## src/rtl/debounce_stage.sv

```systemverilog
// -----------------------------------------------------------------------------
// debounce_stage
//
// Input conditioner placed directly in front of the single-bit storage flop.
// A raw, asynchronous, bouncy input is brought into the clock domain through a
// two-flop synchroniser. A four-state qualifier then accepts a new level only
// after the synchronised input has held it for STABLE_CYCLES consecutive
// clocks. Shorter excursions are dropped without any output activity.
//
// Outputs (all registered):
//   level - debounced level, feeds the storage flop data input
//   rise  - one-cycle pulse on an accepted 0->1 change
//   fall  - one-cycle pulse on an accepted 1->0 change
//   busy  - high while a candidate change is being qualified
//
// Optional build macro: DEBOUNCE_PRESS_COUNT_EN
//   When defined, an 8-bit wrapping press_count output counts accepted rising
//   edges. When undefined the port and its register do not exist and every
//   other output is cycle-identical.
//
// Reset is synchronous and active-high; there is no asynchronous reset path.
// -----------------------------------------------------------------------------
module debounce_stage #(
    parameter int STABLE_CYCLES = 16,
    parameter int CNT_WIDTH     = 5
) (
    input  logic       clock,
    input  logic       reset,
    input  logic       raw,
    output logic       level,
    output logic       rise,
    output logic       fall,
`ifdef DEBOUNCE_PRESS_COUNT_EN
    output logic       busy,
    output logic [7:0] press_count
`else
    output logic       busy
`endif
);

    // Qualifier states. The WAIT states are the only ones in which busy is set.
    typedef enum logic [1:0] {
        STABLE_LO = 2'd0,
        WAIT_HI   = 2'd1,
        STABLE_HI = 2'd2,
        WAIT_LO   = 2'd3
    } state_t;

    // Counter value at which the current clock is the last one needed to
    // accept a candidate (the first qualifying clock loads the counter with 1).
    localparam logic [CNT_WIDTH-1:0] CNT_LAST = CNT_WIDTH'(STABLE_CYCLES - 1);
    localparam logic [CNT_WIDTH-1:0] CNT_ONE  = CNT_WIDTH'(1);
    localparam logic [CNT_WIDTH-1:0] CNT_ZERO = CNT_WIDTH'(0);

    // Synchroniser stages
    logic                 s1_r;
    logic                 s2_r;

    // Qualifier state
    state_t               state_r;
    state_t               state_next_s;
    logic [CNT_WIDTH-1:0] cnt_r;
    logic [CNT_WIDTH-1:0] cnt_next_s;

    // Registered outputs and their next values
    logic                 level_r;
    logic                 level_next_s;
    logic                 rise_r;
    logic                 rise_next_s;
    logic                 fall_r;
    logic                 fall_next_s;
    logic                 busy_r;
    logic                 busy_next_s;

    // Two-flop synchroniser: the qualifier only ever looks at s2_r.
    always_ff @(posedge clock) begin
        if (reset) begin
            s1_r <= 1'b0;
            s2_r <= 1'b0;
        end else begin
            s1_r <= raw;
            s2_r <= s1_r;
        end
    end

    // Next-state, counter and output decode for the qualifier.
    always_comb begin
        state_next_s = state_r;
        cnt_next_s   = cnt_r;
        level_next_s = level_r;
        rise_next_s  = 1'b0;
        fall_next_s  = 1'b0;

        case (state_r)
            STABLE_LO: begin
                level_next_s = 1'b0;
                if (s2_r) begin
                    state_next_s = WAIT_HI;
                    cnt_next_s   = CNT_ONE;
                end else begin
                    cnt_next_s   = CNT_ZERO;
                end
            end

            WAIT_HI: begin
                if (!s2_r) begin
                    // Candidate dropped before qualifying: silent rejection.
                    state_next_s = STABLE_LO;
                    cnt_next_s   = CNT_ZERO;
                end else if (cnt_r == CNT_LAST) begin
                    state_next_s = STABLE_HI;
                    cnt_next_s   = CNT_ZERO;
                    level_next_s = 1'b1;
                    rise_next_s  = 1'b1;
                end else begin
                    cnt_next_s   = cnt_r + CNT_ONE;
                end
            end

            STABLE_HI: begin
                level_next_s = 1'b1;
                if (!s2_r) begin
                    state_next_s = WAIT_LO;
                    cnt_next_s   = CNT_ONE;
                end else begin
                    cnt_next_s   = CNT_ZERO;
                end
            end

            WAIT_LO: begin
                if (s2_r) begin
                    state_next_s = STABLE_HI;
                    cnt_next_s   = CNT_ZERO;
                end else if (cnt_r == CNT_LAST) begin
                    state_next_s = STABLE_LO;
                    cnt_next_s   = CNT_ZERO;
                    level_next_s = 1'b0;
                    fall_next_s  = 1'b1;
                end else begin
                    cnt_next_s   = cnt_r + CNT_ONE;
                end
            end

            default: begin
                // Unreachable encoding: recover to the idle-low state.
                state_next_s = STABLE_LO;
                cnt_next_s   = CNT_ZERO;
                level_next_s = 1'b0;
            end
        endcase

        busy_next_s = (state_next_s == WAIT_HI) || (state_next_s == WAIT_LO);
    end

    // Qualifier state register and registered outputs.
    always_ff @(posedge clock) begin
        if (reset) begin
            state_r <= STABLE_LO;
            cnt_r   <= CNT_ZERO;
            level_r <= 1'b0;
            rise_r  <= 1'b0;
            fall_r  <= 1'b0;
            busy_r  <= 1'b0;
        end else begin
            state_r <= state_next_s;
            cnt_r   <= cnt_next_s;
            level_r <= level_next_s;
            rise_r  <= rise_next_s;
            fall_r  <= fall_next_s;
            busy_r  <= busy_next_s;
        end
    end

    assign level = level_r;
    assign rise  = rise_r;
    assign fall  = fall_r;
    assign busy  = busy_r;

`ifdef DEBOUNCE_PRESS_COUNT_EN
    logic [7:0] press_count_r;

    // Accepted-press counter; steps on the same edge that sets rise and wraps.
    always_ff @(posedge clock) begin
        if (reset) begin
            press_count_r <= 8'd0;
        end else if (rise_next_s) begin
            press_count_r <= press_count_r + 8'd1;
        end else begin
            press_count_r <= press_count_r;
        end
    end

    assign press_count = press_count_r;
`endif

endmodule

```

## config.mk

```make
export PLATFORM = sky130hd
export DESIGN_NAME = debounce_stage
export DESIGN_NICKNAME = d
export VERILOG_FILES = /design/src/rtl/debounce_stage.sv
export SDC_FILE = /design/constraint.sdc
export NUM_CORES = 1
export LEC_CHECK = 0
export CAP_MARGIN = 15
export CORE_AREA = 5 5 42 44
export CTS_BUF_LIST = sky130_fd_sc_hd__clkbuf_8
export CTS_CLUSTER_SIZE = 24
export DETAILED_ROUTE_END_ITERATION = 16
export DIE_AREA = 0 0 47 49
export PLACE_DENSITY = 0.62
export REMOVE_ABC_BUFFERS = 1
export SYNTH_ARGS = -nofsm -noshare
export SYNTH_HDL_FRONTEND = slang
export SYNTH_SLANG_ARGS = --single-unit
```

## constraint.sdc

```tcl
create_clock -name clock -period 2.8 [get_ports clock]
set_input_delay 0.28 -clock clock [delete_from_list [all_inputs] [get_ports clock]]
set_output_delay 0.28 -clock clock [all_outputs]
set_load 0.005 [all_outputs]
```

======== After elaboration in Yosys (flattened, before gate mapping) ========
Cells that the tools add are included.
word-level totals
  register bits ........................... 13
  latch bits .............................. 0
  bits in writable memories ............... 0
  memory bits (read-only) ................. 0
  input bits .............................. 3
  output and inout bits ................... 4
  word-level logic and storage cells ...... 46
  memories ................................ 0
operators by class
  add/sub/neg operators ................... 1
  $mul .................................... 0
  div/mod/pow operators ................... 0
  $lt $le $gt $ge ......................... 0
  equality and inequality tests ........... 10
  shifts and indexed selects .............. 0
  multiplexer cells ....................... 19
  bitwise gates (word level) .............. 3
  reduce and logical (&&, ||, !) cells .... 5
operators by type and width
  kind                   count
  $pmux W5 S4            1
  $mux W5                3
  $mux W2                6
  $ne A2 B2 Y1 const B   4
  $pmux W2 S4            1
  $mux W1                7
  $eq A2 B2 Y1 const B   3
  $reduce_or A3 Y1       2
  $add A5 B1 Y5 const B  1
  $eq A5 B4 Y1 const B   1
  $eq A2 B1 Y1 const B   2
  $pmux W1 S4            1
  $reduce_and A4 Y1      1
  $not A1 Y1             3
  $logic_not A2 Y1       1
  $logic_or A1 B1 Y1     1

======== Depth between registers and ports, before layout ========
  depth in word-level cells ............... 6
  mapped depth ............................ 6
  mapped depth without buffers ............ 5

======== Worst setup path after synthesis ========
OpenSTA, ideal clock, no wires.
  kind .................................... register -> register
  from .................................... register busy (netlist name)
  to ...................................... register state_r[1]
  setup time .............................. 0.134 ns
  data arrival time ....................... 1.386 ns
  required time ........................... 2.666 ns
  path slack .............................. 1.280 ns
  cell stages (with the launch flop) ...... 7
  buffers on the path ..................... 1
  period minus slack after synthesis ...... 1.520 ns
  cells stage by stage .................... dfxtp_1 > inv_1 > ha_1 > clkbuf_1 > a211o_1 > a221oi_1 > nor4_1
RTL lines
  what                  line  text
  end signal, assigned  165   state_r <= state_next_s;
  end, declared         60    state_t state_r;

======== Final worst setup path ========
  from .................................... register state_r[1]
  to ...................................... register state_r[1]
between the ends
  cells in the longest elaborated chain, start to end .. 3
  elaborated cells between the ends (all ways) .. 11
  classes of those cells .................. eq/ne: 3; mux: 7; reduce/logical: 1
RTL lines
  what                               line      text
  $mux W2, on equally long branches  134, 110
  $mux W2, on equally long branches  131, 106
  $pmux W2 S4 *                      94        case (state_r)
Mark *: on every way between the ends. The rest lies on a longest branch, timed or not.
A chain may end at the register's enable or synchronous reset.

==> reports/metrics.cfg <==
[cts]
cts.sinks = 12
clock_latency_ns = 0.24
ctsResizeCount = 0
post_cts_buffers = 0
path_clk_slew_ns = 0.05
cts_tree = built
cts_made_buffers = 3
h-tree-depth = 1
clock_path_buffers = 2
cts_hold_buf = 0
root_buffer = clkbuf_8

[routing]
vias_per_cell = 5.46
num_vias = 448
dr_wl_met2_um = 434
met1Wirelength_um = 487
dr.pass1.iters = 4
maxUsedRoutingLayer = met4
drt_iter0_drc = 9
drc = 0
ant_nets = 0
wire_per_inst_um = 12.4
wl_um = 1020
wl_met3_um = 47

[floorplanning]
boundaryPins = 7
fp.dieW_um = 47
num_rows = 14
die-height_um = 49
start_util_pct = 42.4
die_area_um2 = 2300
core_area_um2 = 1400

[power_and_ir_drop]
max-vdd-ir-drop_uv = 393
power_leakage_nw = 0.264
power_per_cell_area_nw_per_um2 = 765

[timing]
fin_crit_sh_pct = 56.0
fin_worst_skew_ns = 0.00199
max_slew_margin_pct = 74.6
setup_viol = 0
drv_slew = 0
setup_tns_ns = 0
rsz0062_at_grt = false
holdWs_ns = 0.446
clock.fmax_mhz = 637
hold_violations = 0
worst_pin_slew_ns = 0.380
finalWorstPathRequiredPeriod_ns = 1.57

[grt]
grt_start_max_net_pins = 12
grt_pass1_vias = 415
grt_use_total_pct = 11.1
grt_pass1_wl_um = 1770
antenna_found_initial = 0
grt.overflow.total = 0

[hold_path]
worstHoldPathType = reg -> reg

[logic_synthesis]
ys_ff_latch = 12
avgSynthCellArea_um2 = 9.91
syn-instance-count = 60
synth-seq-area-share_pct = 40.4
netlist-cell-type-count = 30
synth_area_um2 = 594
yosys_warnings = 0

[run_status]
status = finished clean

[worst_setup_path]
cpMaxStageDelayCell = dfxtp_1
path_max_fanout = 9
crit_path_start_kind = flip-flop
endpoint_kind = flip-flop
path_cells = inv_1 > ha_1 > a211o_1 > a221oi_1 > nor4_1
timing.critical_path.buf_inv = 1
cp_data_required_time_ns = 2.91
crit_family = compound AO/OA/AOI/OAI gates
critPathKind = reg -> reg
cp_data_arrival_time_ns = 1.68
slowest_delay_ns = 0.43

[layout]
finalNetCount = 77
fin_area_um2 = 701
diodes = 0
fin_util_pct = 50.0
fill_cells = 142
drive_above_1_share_pct = 7.58
area_delta_synth_final_pct = 17.9

[placed_design]
post-dp-hpwl_um = 702
placed_area_um2 = 659
gp_congestion = 0.716
io_buffers = 6

[job]
drv_cap = 0

-- placed cells by master, fill, tap and decap left out, types with 2 or more instances in the layout --
| master | instances |
|---|---|
| dfxtp_1 | 12 |
| ha_1 | 6 |
| clkdlybuf4s50_1 | 6 |
| nor3_1 | 4 |
| inv_1 | 3 |
| a21oi_1 | 3 |
| clkbuf_8 | 3 |
| mux2i_1 | 2 |
| nor2_1 | 2 |
| or3_1 | 2 |
| nand3_1 | 2 |
| nor2b_1 | 2 |
| nand2b_1 | 2 |
-- cells by family (layout without fill, tap and decap cells) --
logic type / Yosys count / after routing / synth area share, %
mux: 3 / 3 / 5.26
xor+xnor: 2 / 2 / 2.95
simple gates: 22 / 22 / 22.5
compound gates: 9 / 9 / 11.8
flops: 12 / 12 / 40.4
fa+ha+maj: 6 / 6 / 12.6
buf+inv: 6 / 12 / 4.42
-- metrics by stage --
stage / worst slack [ns] / std cells / total power [mW]
CTS: 1.24 / 82 / 0.540
global placement: 1.23 / 79 / 0.381
global route: 1.11 / 82 / 0.574
detailed placement: 1.23 / 79 / 0.381
finish: 1.23 / 82 / 0.536
floorplan: 1.36 / 57 / 0.334
-- layer usage --
metal	track usage, %	vias to the layer above
met4	11.1	0
met1	13.1	205
met2	14.7	13
met3	3.32	5
met5	0	-
li1	-	225
-- final timing paths --
path	start	to	slack, ns	cells after the start
setup / recovery	state_r[1]$_SDFF_PP0_	state_r[1]$_SDFF_PP0_	1.23	5
hold / removal	s1_r$_SDFF_PP0_	s2_r$_SDFF_PP0_	0.45	1
setup reg to reg	state_r[1]$_SDFF_PP0_	state_r[1]$_SDFF_PP0_	1.23	5
hold reg to reg	s1_r$_SDFF_PP0_	s2_r$_SDFF_PP0_	0.45	1
-- state kept, by name, summed over array words and instances, names as in the netlist --
register  count
cnt_r         5
busy          1
s1_r          1
state_r       1
s2_r          1
fall          1
rise          1
level         1
-- where the power goes --
| part | switching (mW) | leakage (nW) | internal, mW |
|---|---|---|---|
| combinational | 0.0805 | 0.145 | 0.0829 |
| sequential | 0.0233 | 0.0975 | 0.193 |
| clock | 0.0612 | 0.0216 | 0.0946 |
| total | 0.165 | 0.264 | 0.371 |
-- layout make-up --
type / count / area, µm² / area share, %
Clock buffer: 3 / 41.3 / 5.89
Inverter: 3 / 11.3 / 1.61
Multi-Input combinational cell: 42 / 328 / 46.8
Sequential cell: 12 / 240 / 34.3
Tap cell: 16 / 20.0 / 2.86
Timing Repair Buffer: 6 / 60.1 / 8.57
-- synth_stat cells --
master / number / share of area (%)
nand3_1: 2 / 1.7
dfxtp_1: 12 / 40
and3_1: 1 / 1.1
nor4_1: 1 / 1.1
and2_1: 1 / 1.1
nor4b_1: 1 / 1.5
a211o_1: 1 / 1.5
inv_1: 3 / 1.9
clkbuf_1: 2 / 1.3
or3b_1: 1 / 1.5
mux2i_1: 2 / 3.4
nor3_1: 4 / 3.4
a21boi_0: 1 / 1.3
nand2b_1: 2 / 2.1
or3_1: 2 / 2.1
a21oi_1: 3 / 2.5
ha_1: 6 / 13
mux2_2: 1 / 1.9
buf_4: 1 / 1.3
nand4b_1: 1 / 1.5
a221oi_2: 1 / 2.5
xor2_1: 1 / 1.5
a221oi_1: 1 / 1.5
nand2_1: 1 / 0.63
nor2b_1: 2 / 2.1
and4b_1: 1 / 1.7
xnor2_1: 1 / 1.5
o31a_1: 1 / 1.5
nor2_1: 2 / 1.3
o22ai_1: 1 / 1.1
Note: power is estimated with default switching activity, not from simulation.
